### src/rtl/csr_bank.sv
// csr_bank: machine-mode CSR bank. Decodes 12-bit CSR addresses and serves
// combinational reads in Execute. It applies write/set/clear at commit,
// maintains the cycle/instret/HPM counters, and updates mstatus and the trap
// CSRs on trap entry and mret.
module csr_bank #(
  parameter int          COUNTER_WIDTH = 64,
  parameter int          NUM_HPM       = 4,
  parameter int          RETIRE_WIDTH  = 2,
  parameter logic [31:0] MISA_VALUE    = 32'h40000100,
  parameter logic [31:0] TRAP_VECTOR   = 32'h0
) (
  input  logic                              clock,
  input  logic                              reset,
  input  logic [11:0]                       csrReadAddress,
  output logic [31:0]                       csrReadData,
  output logic                              csrIllegal,
  input  logic [1:0]                        csrWriteOp,
  input  logic [11:0]                       csrWriteAddress,
  input  logic [31:0]                       csrWriteData,
  input  logic [$clog2(RETIRE_WIDTH+1)-1:0] retireCount,
  input  logic [((NUM_HPM > 0) ? NUM_HPM : 1)-1:0] hpmEvent,
  input  logic                              trapEnable,
  input  logic [31:0]                       trapCause,
  input  logic [31:0]                       trapPC,
  input  logic [31:0]                       trapValue,
  input  logic                              mretEnable,
  input  logic                              externalInterrupt,
  input  logic                              timerInterrupt,
  output logic                              interruptPending,
  output logic [31:0]                       mtvecOut,
  output logic [31:0]                       mepcOut
);

  localparam int HPM_SLOTS = (NUM_HPM > 0) ? NUM_HPM : 1;
  // Writable mcountinhibit bits: CY (0), IR (2) and one per implemented HPM counter.
  localparam logic [31:0] INHIBIT_MASK =
    32'h5 | 32'((((64'd1 << NUM_HPM) - 64'd1) << 3));

  typedef struct packed {
    logic        ok;
    logic [31:0] data;
  } rd_t;

  // Architectural state
  logic                     mstatus_mie, mstatus_mpie;
  logic                     mie_meie, mie_mtie;
  logic [31:0]              mtvec, mscratch, mepc, mcause, mtval, mcountinhibit;
  logic [COUNTER_WIDTH-1:0] mcycle, minstret;
  logic [COUNTER_WIDTH-1:0] hpm [HPM_SLOTS];

  logic [31:0] mstatus_val, mie_val, mip_val;
  assign mstatus_val = {19'b0, 2'b11, 3'b0, mstatus_mpie, 3'b0, mstatus_mie, 3'b0};
  assign mie_val     = {20'b0, mie_meie, 3'b0, mie_mtie, 7'b0};
  assign mip_val     = {20'b0, externalInterrupt, 3'b0, timerInterrupt, 7'b0};

  assign interruptPending = mstatus_mie &
                            ((mie_meie & externalInterrupt) | (mie_mtie & timerInterrupt));
  assign mtvecOut = mtvec;
  assign mepcOut  = mepc;

  // Selects one 32-bit half of a counter; the high half is zero-extended
  // and reads 0 when the counter is only 32 bits wide.
  function automatic logic [31:0] counter_half(input logic [COUNTER_WIDTH-1:0] c,
                                                input logic hi);
    logic [63:0] e;
    e = 64'(c);
    return hi ? e[63:32] : e[31:0];
  endfunction

  // Next counter value: a software write to one half replaces that half and
  // suppresses the increment; otherwise add the increment modulo 2^COUNTER_WIDTH.
  function automatic logic [COUNTER_WIDTH-1:0] counter_next(
    input logic [COUNTER_WIDTH-1:0] c,
    input logic                     wr,
    input logic                     hi,
    input logic [31:0]              value,
    input logic [31:0]              inc
  );
    logic [63:0] e;
    e = 64'(c);
    if (wr && !hi)
      e[31:0] = value;
    else if (wr && hi && (COUNTER_WIDTH > 32))
      e[63:32] = value;
    else
      e = e + 64'(inc);
    return e[COUNTER_WIDTH-1:0];
  endfunction

  // Address decode shared by the read port and the read-modify-write path.
  function automatic rd_t read_csr(input logic [11:0] addr);
    rd_t r;
    r.ok   = 1'b1;
    r.data = 32'h0;
    case (addr)
      12'h300: r.data = mstatus_val;
      12'h301: r.data = MISA_VALUE;
      12'h304: r.data = mie_val;
      12'h305: r.data = mtvec;
      12'h320: r.data = mcountinhibit;
      12'h340: r.data = mscratch;
      12'h341: r.data = mepc;
      12'h342: r.data = mcause;
      12'h343: r.data = mtval;
      12'h344: r.data = mip_val;
      12'hF11, 12'hF12, 12'hF13, 12'hF14: r.data = 32'h0;
      default: begin
        r.ok = 1'b0;
        if (addr[11:8] == 4'hB && addr[6:5] == 2'b00) begin
          if (addr[4:0] == 5'd0) begin
            r.ok   = 1'b1;
            r.data = counter_half(mcycle, addr[7]);
          end else if (addr[4:0] == 5'd2) begin
            r.ok   = 1'b1;
            r.data = counter_half(minstret, addr[7]);
          end else begin
            for (int i = 0; i < NUM_HPM; i++) begin
              if (addr[4:0] == 5'(3 + i)) begin
                r.ok   = 1'b1;
                r.data = counter_half(hpm[i], addr[7]);
              end
            end
          end
        end
      end
    endcase
    return r;
  endfunction

  rd_t         rd_port, wr_old;
  logic        wr_ro, wr_en, cnt_wr;
  logic [31:0] wr_new;

  // Read port, illegal-access detection and read-modify-write value.
  always_comb begin
    // NOTE: every signal driven here gets a default first so no path leaves
    // one unassigned, which would otherwise infer a latch.
    rd_port = read_csr(csrReadAddress);
    wr_old  = read_csr(csrWriteAddress);
    wr_new  = 32'h0;
    wr_ro   = !wr_old.ok || (csrWriteAddress[11:10] == 2'b11) ||
              (csrWriteAddress == 12'h301) || (csrWriteAddress == 12'h344);
    case (csrWriteOp)
      2'b01:   wr_new = csrWriteData;
      2'b10:   wr_new = wr_old.data | csrWriteData;
      2'b11:   wr_new = wr_old.data & ~csrWriteData;
      default: wr_new = 32'h0;
    endcase
    csrReadData = rd_port.data;
    csrIllegal  = !rd_port.ok || ((csrWriteOp != 2'b00) && wr_ro);
    wr_en       = (csrWriteOp != 2'b00) && !wr_ro && !trapEnable && !mretEnable;
    cnt_wr      = wr_en && (csrWriteAddress[11:8] == 4'hB);
  end

  // Status, trap and scratch registers: trap beats mret, both beat a CSR write.
  always_ff @(posedge clock or negedge reset) begin
    if (!reset) begin
      // NOTE: sequential state uses non-blocking assignments so every register
      // samples the pre-edge values regardless of statement order.
      mstatus_mie   <= 1'b0;
      mstatus_mpie  <= 1'b0;
      mie_meie      <= 1'b0;
      mie_mtie      <= 1'b0;
      mtvec         <= TRAP_VECTOR;
      mscratch      <= 32'h0;
      mepc          <= 32'h0;
      mcause        <= 32'h0;
      mtval         <= 32'h0;
      mcountinhibit <= 32'h0;
    end else if (trapEnable) begin
      mepc         <= trapPC & ~32'h3;
      mcause       <= trapCause;
      mtval        <= trapValue;
      mstatus_mpie <= mstatus_mie;
      mstatus_mie  <= 1'b0;
    end else if (mretEnable) begin
      mstatus_mie  <= mstatus_mpie;
      mstatus_mpie <= 1'b1;
    end else if (wr_en) begin
      case (csrWriteAddress)
        12'h300: begin
          mstatus_mie  <= wr_new[3];
          mstatus_mpie <= wr_new[7];
        end
        12'h304: begin
          mie_meie <= wr_new[11];
          mie_mtie <= wr_new[7];
        end
        12'h305: mtvec         <= wr_new & ~32'h3;
        12'h320: mcountinhibit <= wr_new & INHIBIT_MASK;
        12'h340: mscratch      <= wr_new;
        12'h341: mepc          <= wr_new & ~32'h3;
        12'h342: mcause        <= wr_new;
        12'h343: mtval         <= wr_new;
        default: ;
      endcase
    end
  end

  // Counters: increment every edge unless inhibited or written by software.
  always_ff @(posedge clock or negedge reset) begin
    if (!reset) begin
      mcycle   <= '0;
      minstret <= '0;
      // NOTE: the HPM array is a handful of flops, not a RAM, so it is
      // reset like any other register.
      for (int i = 0; i < HPM_SLOTS; i++) hpm[i] <= '0;
    end else begin
      mcycle   <= counter_next(mcycle, cnt_wr && csrWriteAddress[4:0] == 5'd0,
                               csrWriteAddress[7], wr_new,
                               {31'b0, !mcountinhibit[0]});
      minstret <= counter_next(minstret, cnt_wr && csrWriteAddress[4:0] == 5'd2,
                               csrWriteAddress[7], wr_new,
                               mcountinhibit[2] ? 32'h0 : 32'(retireCount));
      for (int i = 0; i < HPM_SLOTS; i++) begin
        hpm[i] <= counter_next(hpm[i],
                               cnt_wr && (i < NUM_HPM) && csrWriteAddress[4:0] == 5'(3 + i),
                               csrWriteAddress[7], wr_new,
                               {31'b0, (i < NUM_HPM) && hpmEvent[i] && !mcountinhibit[3 + i]});
      end
    end
  end

endmodule

### config.mk
export PLATFORM = sky130hd
export DESIGN_NAME = csr_bank
export DESIGN_NICKNAME = d
export VERILOG_FILES = /design/src/rtl/csr_bank.sv
export SDC_FILE = /design/constraint.sdc
export NUM_CORES = 2
export LEC_CHECK = 0
export ABC_AREA = 1
export BUFFER_PORTS_ARGS = -buffer_cell sky130_fd_sc_hd__buf_2
export CAP_MARGIN = 20
export CORE_MARGIN = 5
export CORE_UTILIZATION = 35
export DETAILED_ROUTE_END_ITERATION = 16
export RECOVER_POWER = 25
export REMOVE_ABC_BUFFERS = 1
export SKIP_LAST_GASP = 1
export SLEW_MARGIN = 20
export SYNTH_ARGS = -nofsm -noshare
export SYNTH_HDL_FRONTEND = slang
export SYNTH_SLANG_ARGS = --single-unit
### constraint.sdc
create_clock -name clock -period 3.9 [get_ports clock]
set_clock_uncertainty 0.05 [all_clocks]
set_input_delay 1.17 -clock clock [delete_from_list [all_inputs] [get_ports clock]]
set_output_delay 1.17 -clock clock [all_outputs]
set_load 0.02 [all_outputs]
* Word level (Yosys, flattened, before mapping) *
Index checks and enable logic that the tools add are counted.

storage, ports and cells
  register bits = 552
  input bits = 166

operators by class
  add/sub/neg operators = 6
  eq/ne operators = 51
  muxes and demuxes = 70
  bitwise operators = 9
  reduce and logical (&&, ||, !) cells = 67

operators with widths
  cell                    number
  $mux W32                42
  $pmux W32 S11           2
  $mux W33                14
  $add A64 B1 Y64         5
  $eq A12 B10 Y1 const B  20
  $eq A12 B12 Y1 const B  8
  $pmux W32 S3            1
  $add A64 B2 Y64         1
  $and A32 B32 Y32        1
  $not A32 Y32            1
  $or A32 B32 Y32         1
  $eq A5 B3 Y1 const B    6
  $logic_and A1 B1 Y1     29
  $reduce_or A14 Y1       2
  $eq A5 B2 Y1 const B    4
  $reduce_and A4 Y1       4
  $ne A2 B2 Y1 const B    7
  $logic_not A1 Y1        11
  $logic_not A5 Y1        2
  $mux W1                 10
  $reduce_bool A2 Y1      5
  $reduce_and A3 Y1       3
  $eq A4 B4 Y1 const B    2
  $reduce_or A4 Y1        2
  other kinds (10)        20

* Longest topological paths before layout *
  depth after elaboration = 22
  gate-level depth with buffers = 19

* Worst setup path after synthesis *
No wires, ideal clock.

  path type = in2out
  start point = in csrReadAddress[7]
  end point = out csrReadData[2]
  arrival time = 2,910 ps
  path slack = -230 ps
  cell stages on the path = 13
  cell sequence = buf_2 > clkinv_1 > nand2_1 > inv_1 > nand2_1 > nor2_1 > nand3_1 > inv_2 > clkbuf_1 > nand2_1 > o221ai_1 > a211oi_1 > nand2_1

between the ends
  cells in the longest elaborated chain, start to end = 9
  elaborated cells between the ends (all ways) = 29

ends and longest elaborated chain
  element                 line  source
  start, declared         14    input logic [11:0] csrReadAddress,
  $mux W32                67    return hi ? e[63:32] : e[31:0];
  $mux W33 (4 in series)  118   if (addr[4:0] == 5'(3 + i)) begin
  $mux W33                113   end else if (addr[4:0] == 5'd2) begin
  $mux W33                110   if (addr[4:0] == 5'd0) begin
  $mux W33                109   if (addr[11:8] == 4'hB && addr[6:5] == 2'b00) begin
  $pmux W32 S11 *         95    case (addr)
  end, declared           15    output logic [31:0] csrReadData,

Mark *: on every way between the ends. The rest lies on a longest branch, timed or not.

* Worst setup path in the final report *
  start point = in csrReadAddress[2]
  end point = out csrReadData[25]

between the ends
  cells in the longest elaborated chain, start to end = 9
  elaborated cells between the ends (all ways) = 29

ends and longest elaborated chain
  element                 line
  $eq A5 B2 Y1            118
  $mux W33 (4 in series)  118
  $mux W33                113
  $mux W33                110
  $mux W33                109
  $pmux W32 S11 *         95

Marked as above.

==> flow_summary.toml <==
[worst_setup_path]
worst-path-buf-inv = 7
r2r-start = "mcountinhibit[4]$_DFFE_PN0P_"
critPathTopFamily = "compound AO/OA/AOI/OAI gates"
arrival_ps = 3380
critPathRequiredTime_ps = 2680
crit_path_frequent_cell = "o211ai_1"
rr_worst_depth = 15
crit_path_top_delay_cell = "o211ai_1"
crit_path_cell_trace = "buf_8 > inv_4 > nor2_4 > nand2_2 > nor2_4 > buf_12 > buf_12 > buf_6 > buf_4 > o211ai_1 > nand2_1 > a221oi_2 > o211ai_1 > o211ai_1 > nand2_1 > buf_6"
r2r_slack_ps = 370
end_kind = "output pin"
max_stage_delay_ps = 300
cp-start-kind = "primary input"
reg2reg_to = "hpm[185]$_DFFE_PN0N_"
path_max_fanout = 5
worstSetupPathType = "primary input to output pin"

[global_route]
grt_pass1_wl_um = 386300
met3_usage_pct = 7.936
grt.overflow.total = 0
grt_pass1_vias = 53499
grt_util_met2_pct = 59.76
grt_use_met1_pct = 49.08
grt_max_degree = 129
grt_use_total_pct = 39.16
antenna_found_initial = 12
grt-busiest-layer = "met2"

[clocking]
cts-root-buf = "clkbuf_16"
h-tree-depth = 3
path_clk_slew_ps = 60
clk_latency_ps = 740
cts_sinks = 550
cts_tree = "yes"
cts_buffer_depth = 3
cts_buffers = 75
hold_buffers = 0

[route]
wire_per_inst_um = 27.73
wl_um = 275300
first_pass_iters = 9
vias = 57995
drc = 0
drt_iter0_drc = 8325
ant_nets = 0
vias_per_cell = 5.843

[worst_hold_path]
hold_depth = 2
min-delay-start = "mscratch[17]$_DFFE_PN0P_"
hold_path.class = "register to register"
holdPathEnd = "mscratch[17]$_DFFE_PN0P_"

[pwr]
finalPower_mw = 16.66
power_density_mw_per_mm2 = 289.1
power.leakage_nw = 26.90
ir_drop_mv = 0.2873

[place]
dp_hpwl_um = 213900
place_inst = 9742
gp_congestion = 1.116
portBuffers = 257

[logic_synthesis]
synthDistinctLibCells = 55
synth_edf_count = 0
ys_seq_area_share_pct = 31.05
yosys-top-cells-area = "dfrtp_1 31%, nand2_1 23%, nand3_1 14%, inv_1 6.4%, o21ai_0 4.4%"
synth_ff_type = "dfrtp_1"
yosys_warnings = 0
ys_async_sr_fraction_pct = 100.0
synth_seq_cells = 550
yosysTopAreaCell = "dfrtp_1"
syn_avg_cell_area_sq_um = 5.962
synth_top_area_share_pct = 31.05
synthCells = 7435
synth.cell_area_sq_mm = 0.04433

[flow_run]
max-cap-violations = 2

[finish]
fillerInstances = 13361
final_cells = 9925
final_common_cell = "nand2_1"
final_cell_mix = "2698 x nand2_1, 1185 x nand3_1, 752 x inv_1, 680 x buf_4, 550 x dfrtp_1"
layout-drive-gt1-share_pct = 16.98
areaGrowthSynthToFinish_pct = 30.01
fin_util_pct = 45.83
fin_nets = 8390

[timing]
drv_slew = 121
post-route-period-util_pct = 117.9
relSlewSlack_pct = -17.07
timing.final.ws_setup_ps = -699.1
min_period_ps = 4599
setup_viol = 33
fmax_ghz = 0.2174
hold_viol_final = 0
worst_pin_slew_ps = 1756
rsz0062_at_grt = "true"

[status]
violations = "max-capacitance violations, max-slew violations, negative setup slack"
status = "complete, but fails checks"

[floorplanning]
die_h_um = 365.9
fp.coreArea_sq_mm = 0.1257
io-pin-count = 264
placementRows = 130
die-area_sq_mm = 0.1339
start_util_pct = 35.25
die_w_um = 365.9
==> flip-flops by register name, indices dropped and copies added (netlist names) <==
| register | count |
|---|---|
| hpm | 256 |
| mcycle | 64 |
| minstret | 64 |
| mcause | 32 |
| mscratch | 32 |
| mtval | 32 |
| mepcOut | 30 |
| mtvecOut | 30 |
| mcountinhibit | 6 |
| mie_meie | 1 |
| mie_mtie | 1 |
| mstatus_mie | 1 |
| mstatus_mpie | 1 |
==> worst max-delay path by stage <==
stage | start | endpoint | slack [ps] | cells past startpoint
after floorplan | csrWriteAddress[7] | hpm[4]$_DFFE_PN0P_ | -2820 | 14
after global placement | csrReadAddress[7] | csrReadData[30] | -1500 | 9
after detailed placement | csrReadAddress[7] | csrReadData[30] | -1090 | 10
after CTS | csrReadAddress[7] | csrReadData[30] | -650 | 10
after global routing | csrReadAddress[2] | csrReadData[25] | -700 | 16
final | csrReadAddress[2] | csrReadData[25] | -700 | 16
==> routing by layer <==
| metal | up-vias | part of all wire [%] | wire length (um) |
|---|---|---|---|
| met4 | 2 | 9.4 | 25790 |
| met2 | 3838 | 43 | 117500 |
| met1 | 27330 | 37 | 103000 |
| met3 | 922 | 11 | 29020 |
| met5 | - | 0.0065 | 18 |
| li1 | 25903 | - | - |
==> Yosys cell counts, drive strengths merged (2+ instances only) <==
cell     count
or3          2
a22o        16
nor4b        2
buf        192
a21oi      119
and2         2
a22oi        4
o211ai     148
nand4       90
ha          12
nor4        75
and3         4
nor3b       12
nand3b      28
a31oi        7
inv        772
a211oi      11
o21ai      396
clkbuf     208
nand2     2740
o221ai       4
dfrtp      550
a21boi       3
nor3       237
a2111oi      3
nor2       499
xor2         3
o22ai       29
clkinv       6
a221oi      34
o2111ai      2
nand3     1217
==> cell families after synthesis <==
| logic type | synth area share [%] |
|---|---|
| xor+xnor | 0.05929 |
| compound gates | 10.37 |
| fa+ha+maj | 0.3839 |
| flops | 31.05 |
| buf+inv | 10.63 |
| simple gates | 47.49 |
| other cells | 0.008460 |
==> what timing repair did <==
action | in CTS | in global routing
gates cloned | 5 | 4
setup buffers | 16 | 26
pin swaps | 75 | 103
endpoints found under the setup margin | 33 | 33
resized for setup | 163 | 144
==> metrics by stage <==
stage / hold slack [ps] / cell area [sq um] / setup TNS [ps] / worst slack, ps
2_1_floorplan: 403.0 / 42540 / -1214530 / -2817
3_3_place_gp: 416.2 / 53420 / -60520 / -1501
3_5_place_dp: 424.0 / 53420 / -61340 / -1094
4_1_cts: 367.4 / 56850 / -16840 / -645.6
5_1_grt: 456.7 / 57610 / -18260 / -697.7
6_report: 436.7 / 57630 / -17770 / -699.1
==> worst register-to-register path: cells and delay by family, from the launching register on <==
family                   cells  cell delay [ps]
AND/OR/NAND/NOR             13             2460
flip-flops                   1              570
adder cells (fa/ha/maj)      1              200
buffers and inverters        1              110
==> power breakdown <==
| group | internal, mW | switching, mW |
|---|---|---|
| registers | 5.98 | 0.400 |
| logic | 0.886 | 1.80 |
| clock network | 4.34 | 3.25 |
==> layout make-up <==
class,instances,area (sq um),share of cell area [%]
clock inverters,27,449.2,0.7795
inverters,778,2950,5.120
repair buffers,1095,9544,16.56
repair inverters,1,6.256,0.01086
diodes,7,17.52,0.03040
well taps,1650,2064,3.583
clock buffers,107,2137,3.708
multi-input cells,5710,26690,46.32
flip-flops and latches,550,13760,23.88
Note: power is estimated with default switching activity, not from simulation.
